$ cat src/rtl/cmlk_3d_ddr_burst_writer.sv
// Drains the packed-image FWFT FIFO into DDR as fixed-length AXI4 INCR write bursts, ping-ponging frames
// between two buffers. Optional statistics counters are built when CMLK_3D_BURST_WR_STAT_EN is defined.
//
// state | meaning
// IDLE  | wait for enable and a full burst in the FIFO; apply soft clear
// ADDR  | awvalid high until the address handshake
// DATA  | stream BURST_LEN beats straight from the FIFO head
// RESP  | accept the write response, advance the frame position
module cmlk_3d_ddr_burst_writer #(
  parameter int BURST_LEN   = 16,
  parameter int FRAME_WORDS = 524288,
  parameter int CNT_W       = 11
) (
  input  logic             aclk,
  input  logic             aresetn,
  input  logic             init_txn,
  input  logic             wr2ddr_en,
  input  logic [31:0]      buf_base0,
  input  logic [31:0]      buf_base1,
  input  logic [31:0]      fifo_rddata,
  input  logic [CNT_W-1:0] fifo_rd_count,
  output logic             fifo_rden,
  output logic [31:0]      m_axi_awaddr,
  output logic [7:0]       m_axi_awlen,
  output logic [2:0]       m_axi_awsize,
  output logic [1:0]       m_axi_awburst,
  output logic             m_axi_awvalid,
  input  logic             m_axi_awready,
  output logic [31:0]      m_axi_wdata,
  output logic [3:0]       m_axi_wstrb,
  output logic             m_axi_wlast,
  output logic             m_axi_wvalid,
  input  logic             m_axi_wready,
  input  logic [1:0]       m_axi_bresp,
  input  logic             m_axi_bvalid,
  output logic             m_axi_bready,
  output logic             frame_done,
  output logic             buf_idx,
  output logic             wr_err
`ifdef CMLK_3D_BURST_WR_STAT_EN
  ,
  output logic [15:0]      frame_cnt,
  output logic [31:0]      stall_cnt
`endif
);

  localparam int WC_W = $clog2(FRAME_WORDS) + 1;
  localparam logic [7:0]      LAST_BEAT = 8'(BURST_LEN - 1);
  localparam logic [WC_W-1:0] BL_WC     = WC_W'(BURST_LEN);
  localparam logic [WC_W-1:0] FW_WC     = WC_W'(FRAME_WORDS);

  typedef enum logic [1:0] {IDLE, ADDR, DATA, RESP} state_t;

  state_t            state_q, state_d;
  logic [31:0]       awaddr_q, awaddr_d;
  logic              awvalid_q, awvalid_d;
  logic              wvalid_q, wvalid_d;
  logic              wlast_q, wlast_d;
  logic              bready_q, bready_d;
  logic [7:0]        beat_q, beat_d;
  logic [WC_W-1:0]   word_cnt_q, word_cnt_d;
  logic [WC_W-1:0]   word_sum;
  logic              buf_idx_q, buf_idx_d;
  logic              wr_err_q, wr_err_d;
  logic              frame_done_q, frame_done_d;
  logic              clr_pend_q, clr_pend_d;
`ifdef CMLK_3D_BURST_WR_STAT_EN
  logic [15:0]       frame_cnt_q, frame_cnt_d;
  logic [31:0]       stall_cnt_q, stall_cnt_d;
`endif

  always_comb begin
    state_d      = state_q;
    awaddr_d     = awaddr_q;
    awvalid_d    = awvalid_q;
    wvalid_d     = wvalid_q;
    wlast_d      = wlast_q;
    bready_d     = bready_q;
    beat_d       = beat_q;
    word_cnt_d   = word_cnt_q;
    buf_idx_d    = buf_idx_q;
    wr_err_d     = wr_err_q;
    frame_done_d = 1'b0;
    clr_pend_d   = clr_pend_q;
    word_sum     = word_cnt_q + BL_WC;

    case (state_q)
      IDLE: begin
        clr_pend_d = 1'b0;
        if (init_txn) begin
          word_cnt_d = '0;
          buf_idx_d  = 1'b0;
          wr_err_d   = 1'b0;
        end else if (wr2ddr_en && (32'(fifo_rd_count) >= 32'(BURST_LEN))) begin
          state_d   = ADDR;
          awvalid_d = 1'b1;
          awaddr_d  = (buf_idx_q ? buf_base1 : buf_base0) + (32'(word_cnt_q) << 2);
        end
      end
      ADDR: begin
        if (init_txn) clr_pend_d = 1'b1;
        if (m_axi_awready) begin
          state_d   = DATA;
          awvalid_d = 1'b0;
          wvalid_d  = 1'b1;
          wlast_d   = 1'b0;
          beat_d    = '0;
        end
      end
      DATA: begin
        if (init_txn) clr_pend_d = 1'b1;
        if (m_axi_wready) begin
          if (wlast_q) begin
            state_d  = RESP;
            wvalid_d = 1'b0;
            wlast_d  = 1'b0;
            bready_d = 1'b1;
          end else begin
            beat_d  = beat_q + 8'd1;
            wlast_d = ((beat_q + 8'd1) == LAST_BEAT);
          end
        end
      end
      RESP: begin
        if (m_axi_bvalid) begin
          state_d  = IDLE;
          bready_d = 1'b0;
          // A clear requested mid-burst wins over the frame position and suppresses frame_done.
          if (clr_pend_q || init_txn) begin
            word_cnt_d = '0;
            buf_idx_d  = 1'b0;
            wr_err_d   = 1'b0;
            clr_pend_d = 1'b0;
          end else begin
            wr_err_d = wr_err_q | (m_axi_bresp != 2'b00);
            if (word_sum == FW_WC) begin
              word_cnt_d   = '0;
              buf_idx_d    = ~buf_idx_q;
              frame_done_d = 1'b1;
            end else begin
              word_cnt_d = word_sum;
            end
          end
        end else if (init_txn) begin
          clr_pend_d = 1'b1;
        end
      end
      default: state_d = IDLE;
    endcase
  end

`ifdef CMLK_3D_BURST_WR_STAT_EN
  always_comb begin
    frame_cnt_d = frame_cnt_q;
    stall_cnt_d = stall_cnt_q;
    if (init_txn) begin
      frame_cnt_d = '0;
      stall_cnt_d = '0;
    end else begin
      if (frame_done_d) frame_cnt_d = frame_cnt_q + 16'd1;
      if ((state_q == ADDR && !m_axi_awready) || (state_q == DATA && !m_axi_wready))
        stall_cnt_d = stall_cnt_q + 32'd1;
    end
  end

  always_ff @(posedge aclk or negedge aresetn) begin
    if (!aresetn) begin
      frame_cnt_q <= '0;
      stall_cnt_q <= '0;
    end else begin
      frame_cnt_q <= frame_cnt_d;
      stall_cnt_q <= stall_cnt_d;
    end
  end

  assign frame_cnt = frame_cnt_q;
  assign stall_cnt = stall_cnt_q;
`endif

  always_ff @(posedge aclk or negedge aresetn) begin
    if (!aresetn) begin
      state_q      <= IDLE;
      awaddr_q     <= '0;
      awvalid_q    <= 1'b0;
      wvalid_q     <= 1'b0;
      wlast_q      <= 1'b0;
      bready_q     <= 1'b0;
      beat_q       <= '0;
      word_cnt_q   <= '0;
      buf_idx_q    <= 1'b0;
      wr_err_q     <= 1'b0;
      frame_done_q <= 1'b0;
      clr_pend_q   <= 1'b0;
    end else begin
      state_q      <= state_d;
      awaddr_q     <= awaddr_d;
      awvalid_q    <= awvalid_d;
      wvalid_q     <= wvalid_d;
      wlast_q      <= wlast_d;
      bready_q     <= bready_d;
      beat_q       <= beat_d;
      word_cnt_q   <= word_cnt_d;
      buf_idx_q    <= buf_idx_d;
      wr_err_q     <= wr_err_d;
      frame_done_q <= frame_done_d;
      clr_pend_q   <= clr_pend_d;
    end
  end

  assign fifo_rden     = wvalid_q & m_axi_wready;
  assign m_axi_awaddr  = awaddr_q;
  assign m_axi_awlen   = LAST_BEAT;
  assign m_axi_awsize  = 3'b010;
  assign m_axi_awburst = 2'b01;
  assign m_axi_awvalid = awvalid_q;
  assign m_axi_wdata   = fifo_rddata;
  assign m_axi_wstrb   = 4'hF;
  assign m_axi_wlast   = wlast_q;
  assign m_axi_wvalid  = wvalid_q;
  assign m_axi_bready  = bready_q;
  assign frame_done    = frame_done_q;
  assign buf_idx       = buf_idx_q;
  assign wr_err        = wr_err_q;

endmodule
$ cat config.mk
export PLATFORM = sky130hd
export DESIGN_NAME = cmlk_3d_ddr_burst_writer
export DESIGN_NICKNAME = d
export VERILOG_FILES = /design/src/rtl/cmlk_3d_ddr_burst_writer.sv
export SDC_FILE = /design/constraint.sdc
export NUM_CORES = 1
export LEC_CHECK = 0
export CORE_ASPECT_RATIO = 0.7
export CORE_MARGIN = 5
export CORE_UTILIZATION = 45
export DETAILED_ROUTE_END_ITERATION = 6
export PLACE_DENSITY = 0.82
export SETUP_SLACK_MARGIN = 0.5
export SLEW_MARGIN = 20
export SYNTH_ARGS = -nofsm -noshare
export SYNTH_HDL_FRONTEND = slang
export SYNTH_SLANG_ARGS = --single-unit
export TNS_END_PERCENT = 50
$ cat constraint.sdc
create_clock -name aclk -period 5.4 [get_ports aclk]
set_input_delay 0.54 -clock aclk [delete_from_list [all_inputs] [get_ports aclk]]
set_output_delay 0.54 -clock aclk [all_outputs]
set_load 0.03 [all_outputs]
# Word-level counts from Yosys, hierarchy flattened
# Cells that the tools add are included.
dict set report totals {
  output_inout_bits 89
  elab_cells 101
  mem_count 0
  ram_bits 0
  rom_bits 0
  latchBits 0
  ff_bits 70
  input_bits 116
}
dict set report op_classes {
  div 0
  magnitude_cmp 1
  n_eq_ne 15
  bitwise 4
  shift 0
  n_mux 48
  add_sub_neg 3
  n_reduce_logical 18
  mul 0
}
# op count
set ops {}
lappend ops {{$mux 20} 4}
lappend ops {{$pmux 20 s2} 1}
lappend ops {{$add 32x22->32} 1}
lappend ops {{$mux 32} 1}
lappend ops {{$mux 1} 24}
lappend ops {{$mux 8} 3}
lappend ops {{$add 20x5->20 const B} 1}
lappend ops {{$eq 20x20->1 const B} 1}
lappend ops {{$reduce_and 4->1} 5}
lappend ops {{$ne 2x2->1 const B} 8}
lappend ops {{$pmux 8 s2} 1}
lappend ops {{$mux 2} 6}
lappend ops {{$pmux 1 s2} 6}
lappend ops {{$ge 11x5->1 const B} 1}
lappend ops {{$reduce_bool 2->1} 5}
lappend ops {{$reduce_and 3->1} 3}
lappend ops {{$add 8x1->8 const B} 1}
lappend ops {{$eq 8x4->1 const B} 1}
lappend ops {{$pmux 2 s4} 1}
lappend ops {{$ne 3x3->1 const B} 2}
lappend ops {{$reduce_and 6->1} 1}
lappend ops {{$eq 2x2->1 const B} 2}
lappend ops {{$pmux 1 s3} 1}
lappend ops {{$eq 2x1->1 const B} 1}
lappend ops {{other kinds (7)} 8}

# Depth between registers and ports, before layout
dict set report logic_depth {
  ltp_word 6
  ltp_mapped 14
}

# Worst setup path after synthesis
# OpenSTA, ideal clock, no wires.
dict set report synth_path {
  path_type {register -> register}
  from {register buf_idx_q (netlist: buf_idx)}
  to {register awaddr_q[27] (netlist: m_axi_awaddr[27])}
  path_slack_ns 1.311
  stages_incl_launch_ff 14
  setup_ns 0.151
  n_path_buf 4
  period_less_slack_ns 4.089
  arrival_time_ns 3.939
  cell_sequence {dfrtp_1 buf_2 buf_1 clkbuf_1 buf_1 mux2_2 ha_1 and3_1 a221oi_1 o31ai_1 a21o_1 and3_1 o2111ai_1 o311ai_0}
}
dict set report synth_between {
  elab_chain_len 2
}
# element line_no
set synth_lines {}
lappend synth_lines {{start, declared} 63} ;# logic buf_idx_q, buf_idx_d;
lappend synth_lines {{start signal, assigned} 203} ;# buf_idx_q <= buf_idx_d;
lappend synth_lines {{$mux 32} 97} ;# awaddr_d = (buf_idx_q ? buf_base1 : buf_base0) + (32'(word_cnt_q) << 2);
lappend synth_lines {{$add 32x22->32} 97}
lappend synth_lines {{end signal, assigned} 196} ;# awaddr_q <= awaddr_d;
lappend synth_lines {{end, declared} 55} ;# logic [31:0] awaddr_q, awaddr_d;
# Every way passes these cells.
# A chain may end at the register's enable or synchronous reset.

# Worst setup path after layout
# Same ends and word-level chain as after synthesis.

==> results.json <==
{
  "post_synth_and_or_nand_nor_area_fraction_pct": 21.5,
  "antenna_left": 0,
  "drc_errors": 0,
  "final_common_cell": "clkdlybuf4s50_1",
  "grt_first_pass_wirelength_um": 22800,
  "n_fill_cell": 924,
  "power.total_w": 0.00241,
  "syn-instance-count": 628,
  "grt_pass1_vias": 4706,
  "relSlewSlack_pct": 43.8,
  "worst_pin_slew_ns": 0.844,
  "yosys_warnings": 0,
  "drive_gt1_share_pct": 6.80,
  "synthArstFlopShare_pct": 100,
  "cp-startpoint": "buf_idx",
  "met2WireLength_um": 6500,
  "syn_area_mm2": 0.00521,
  "die-height_um": 100,
  "arrival_ns": 3.56,
  "cts-htree-levels": 3,
  "hold_ws_ns": 0.380,
  "met1Wirelength_um": 6100,
  "final_nets": 842,
  "synth-seq-area-share_pct": 31.7,
  "ys_top_cells_by_area": "dfrtp_1, buf_4, o21ai_0",
  "overflow": 0,
  "route.detailed.vias_per_inst": 5.83,
  "top_layer": "met4",
  "grt_util_all_layers_pct": 19.8,
  "tritoncts": "yes",
  "skew_ns": 0.00511,
  "ys_seq_elements": 66,
  "synth_ff_type": "dfrtp_1",
  "start_kind": "flip-flop",
  "finalMaxSlewViolations": 0,
  "rows": 32,
  "clk_pin_slew_ns": 0.05,
  "numCtsBuffers": 9,
  "cap_violations": 0,
  "drtIter0Drc": 434,
  "clock_latency_ns": 0.33,
  "synthMuxAreaShare_pct": 6.08,
  "ioPinCount": 205,
  "cts.sinks": 66,
  "root_buffer": "clkbuf_16",
  "antenna_found_initial": 0,
  "critPathCaptureType": "flip-flop",
  "dr.pass1.iters": 5,
  "hold_path.class": "in2async",
  "die_w_um": 139,
  "critPathKind": "reg2reg",
  "postLayoutCellArea_mm2": 0.00648,
  "floorplan.die_area_mm2": 0.0139,
  "synth_edf_count": 0,
  "dpl-instance-area_mm2": 0.00619,
  "synth_adder_area_share_pct": 6.01,
  "hold_viol": 0,
  "globalplace.congestion": 0.879,
  "synth_compound_area_share_pct": 21.3,
  "yosysTopAreaCellShare_pct": 31.7,
  "cts_hold_buffers": 0,
  "power.density_mw_per_mm2": 372,
  "finalWirelength_um": 14100,
  "rsz0062_at_grt": "false",
  "io_buffers": 119,
  "worst-path-max-fanout": 19,
  "antennaDiodeCount": 0,
  "grt_max_degree": 72,
  "clockBufferDepth": 2,
  "place_hpwl_um": 10500,
  "fmax_ghz": 0.294,
  "finalSetupViolCount": 0,
  "syn_avg_cell_area_um2": 8.29,
  "syn_to_final_growth_pct": 24.5,
  "r2r_start": "buf_idx",
  "post_drt_wl_per_cell_um": 16.4,
  "ys_types": 63,
  "coreArea_mm2": 0.0112,
  "wl_met3_um": 1200,
  "power.leakage_nw": 2.72,
  "post_cts_buffers": 0,
  "synth_top_family_by_area": "simple AND/OR/NAND/NOR gates",
  "finalSetupTns_ns": 0,
  "start_util_pct": 46.6,
  "synth_xor_area_share_pct": 3.03,
  "layout_common_cells": "clkdlybuf4s50_1, o21ai_0, nand2_1, dfrtp_1, nor2_1",
  "fin_crit_ns": 3.40,
  "synth_largest_area_cell": "dfrtp_1",
  "num_vias": 5006,
  "peakVddDrop_uv": 192,
  "critPathRequiredTime_ns": 5.57,
  "status": "completed",
  "min_period_over_period_pct": 62.9,
  "cts_resized": 0
}
-- state kept, by name, indices dropped and copies added, names as in the netlist --
register / flops
clr_pend_q: 1
m_axi_wlast: 1
wr_err: 1
state_q: 2
m_axi_awvalid: 1
buf_idx: 1
word_cnt_q: 16
frame_done: 1
m_axi_awaddr: 32
m_axi_wvalid: 1
beat_q: 8
m_axi_bready: 1
-- through the flow --
stage,std cells,util (%),setup slack [ns]
after global placement,843,55.4,1.97
final,859,58.0,2.00
after CTS,859,58.0,2.03
after floorplan,644,-,1.31
after global routing,859,58.0,1.83
after detailed placement,843,55.4,1.85
-- cell type report --
class,count,area (um2),area share [%]
multi-input combinational,489,3090,47.7
clock buffer,11,233,3.59
sequential,66,1650,25.5
tap,153,191,2.95
timing repair buffer,122,1210,18.6
clock inverter,5,53.8,0.830
inverter,13,48.8,0.753
-- path summary, 6_finish.rpt --
kind	end	slack, ns	cells after the start
min in group aclk	m_axi_awaddr[0]	0.48	2
hold / removal	m_axi_awaddr[27]	0.38	2
setup / recovery	m_axi_awaddr[27]	2.00	9
setup reg to reg	m_axi_awaddr[27]	2.00	9
max in group asynchronous	buf_idx	4.39	2
hold reg to reg	m_axi_awaddr[0]	0.48	2
-- cells by family (layout without fill, tap and decap cells) --
logic type / after synthesis / count (layout)
and+or+nand+nor: 224 / 224
AOI/OAI and AO/OA: 175 / 175
buffers and inverters: 89 / 151
DFF: 66 / 66
muxes: 29 / 29
adders and majority gates: 25 / 25
xor gates and xnor gates: 18 / 18
other: 2 / 18
-- where the power goes --
group / internal [W] / switching, W
clock: 0.000356 / 0.000213
sequential: 0.000639 / 0.0000979
combinational: 0.000446 / 0.000658
total: 0.00144 / 0.000968
-- routing by layer --
| layer | up-vias | global-route usage (%) |
|---|---|---|
| met2 | 261 | 32.4 |
| met5 | - | 0 |
| met4 | 0 | 6.30 |
| li1 | 2384 | - |
| met3 | 37 | 6.43 |
| met1 | 2324 | 25.0 |
-- critical path: stages, from the launching register on --
cell,delay (ns)
dfrtp_2,0.64
mux2_2,0.40
ha_1,0.33
a21o_1,0.24
a221oi_1,0.50
o31ai_1,0.24
a21o_1,0.26
and3_1,0.21
o2111ai_1,0.22
o311ai_0,0.16
-- Yosys cell counts (all sizes together), types with 3 or more instances --
| cell type | instances |
|---|---|
| a211oi | 4 |
| a21o | 12 |
| a21oi | 29 |
| a22o | 6 |
| a22oi | 4 |
| a31oi | 4 |
| and2 | 5 |
| and3 | 14 |
| buf | 60 |
| clkbuf | 16 |
| dfrtp | 66 |
| ha | 25 |
| inv | 13 |
| mux2 | 21 |
| mux2i | 8 |
| nand2 | 67 |
| nand2b | 8 |
| nand3 | 34 |
| nand4 | 7 |
| nor2 | 35 |
| nor2b | 11 |
| nor3 | 14 |
| nor4 | 12 |
| o2111ai | 3 |
| o21a | 3 |
| o21ai | 71 |
| o21bai | 3 |
| o22ai | 3 |
| o311ai | 3 |
| o31ai | 7 |
| or3 | 5 |
| or4 | 5 |
| xnor2 | 9 |
| xor2 | 9 |
Note: power is estimated with default switching activity, not from simulation.
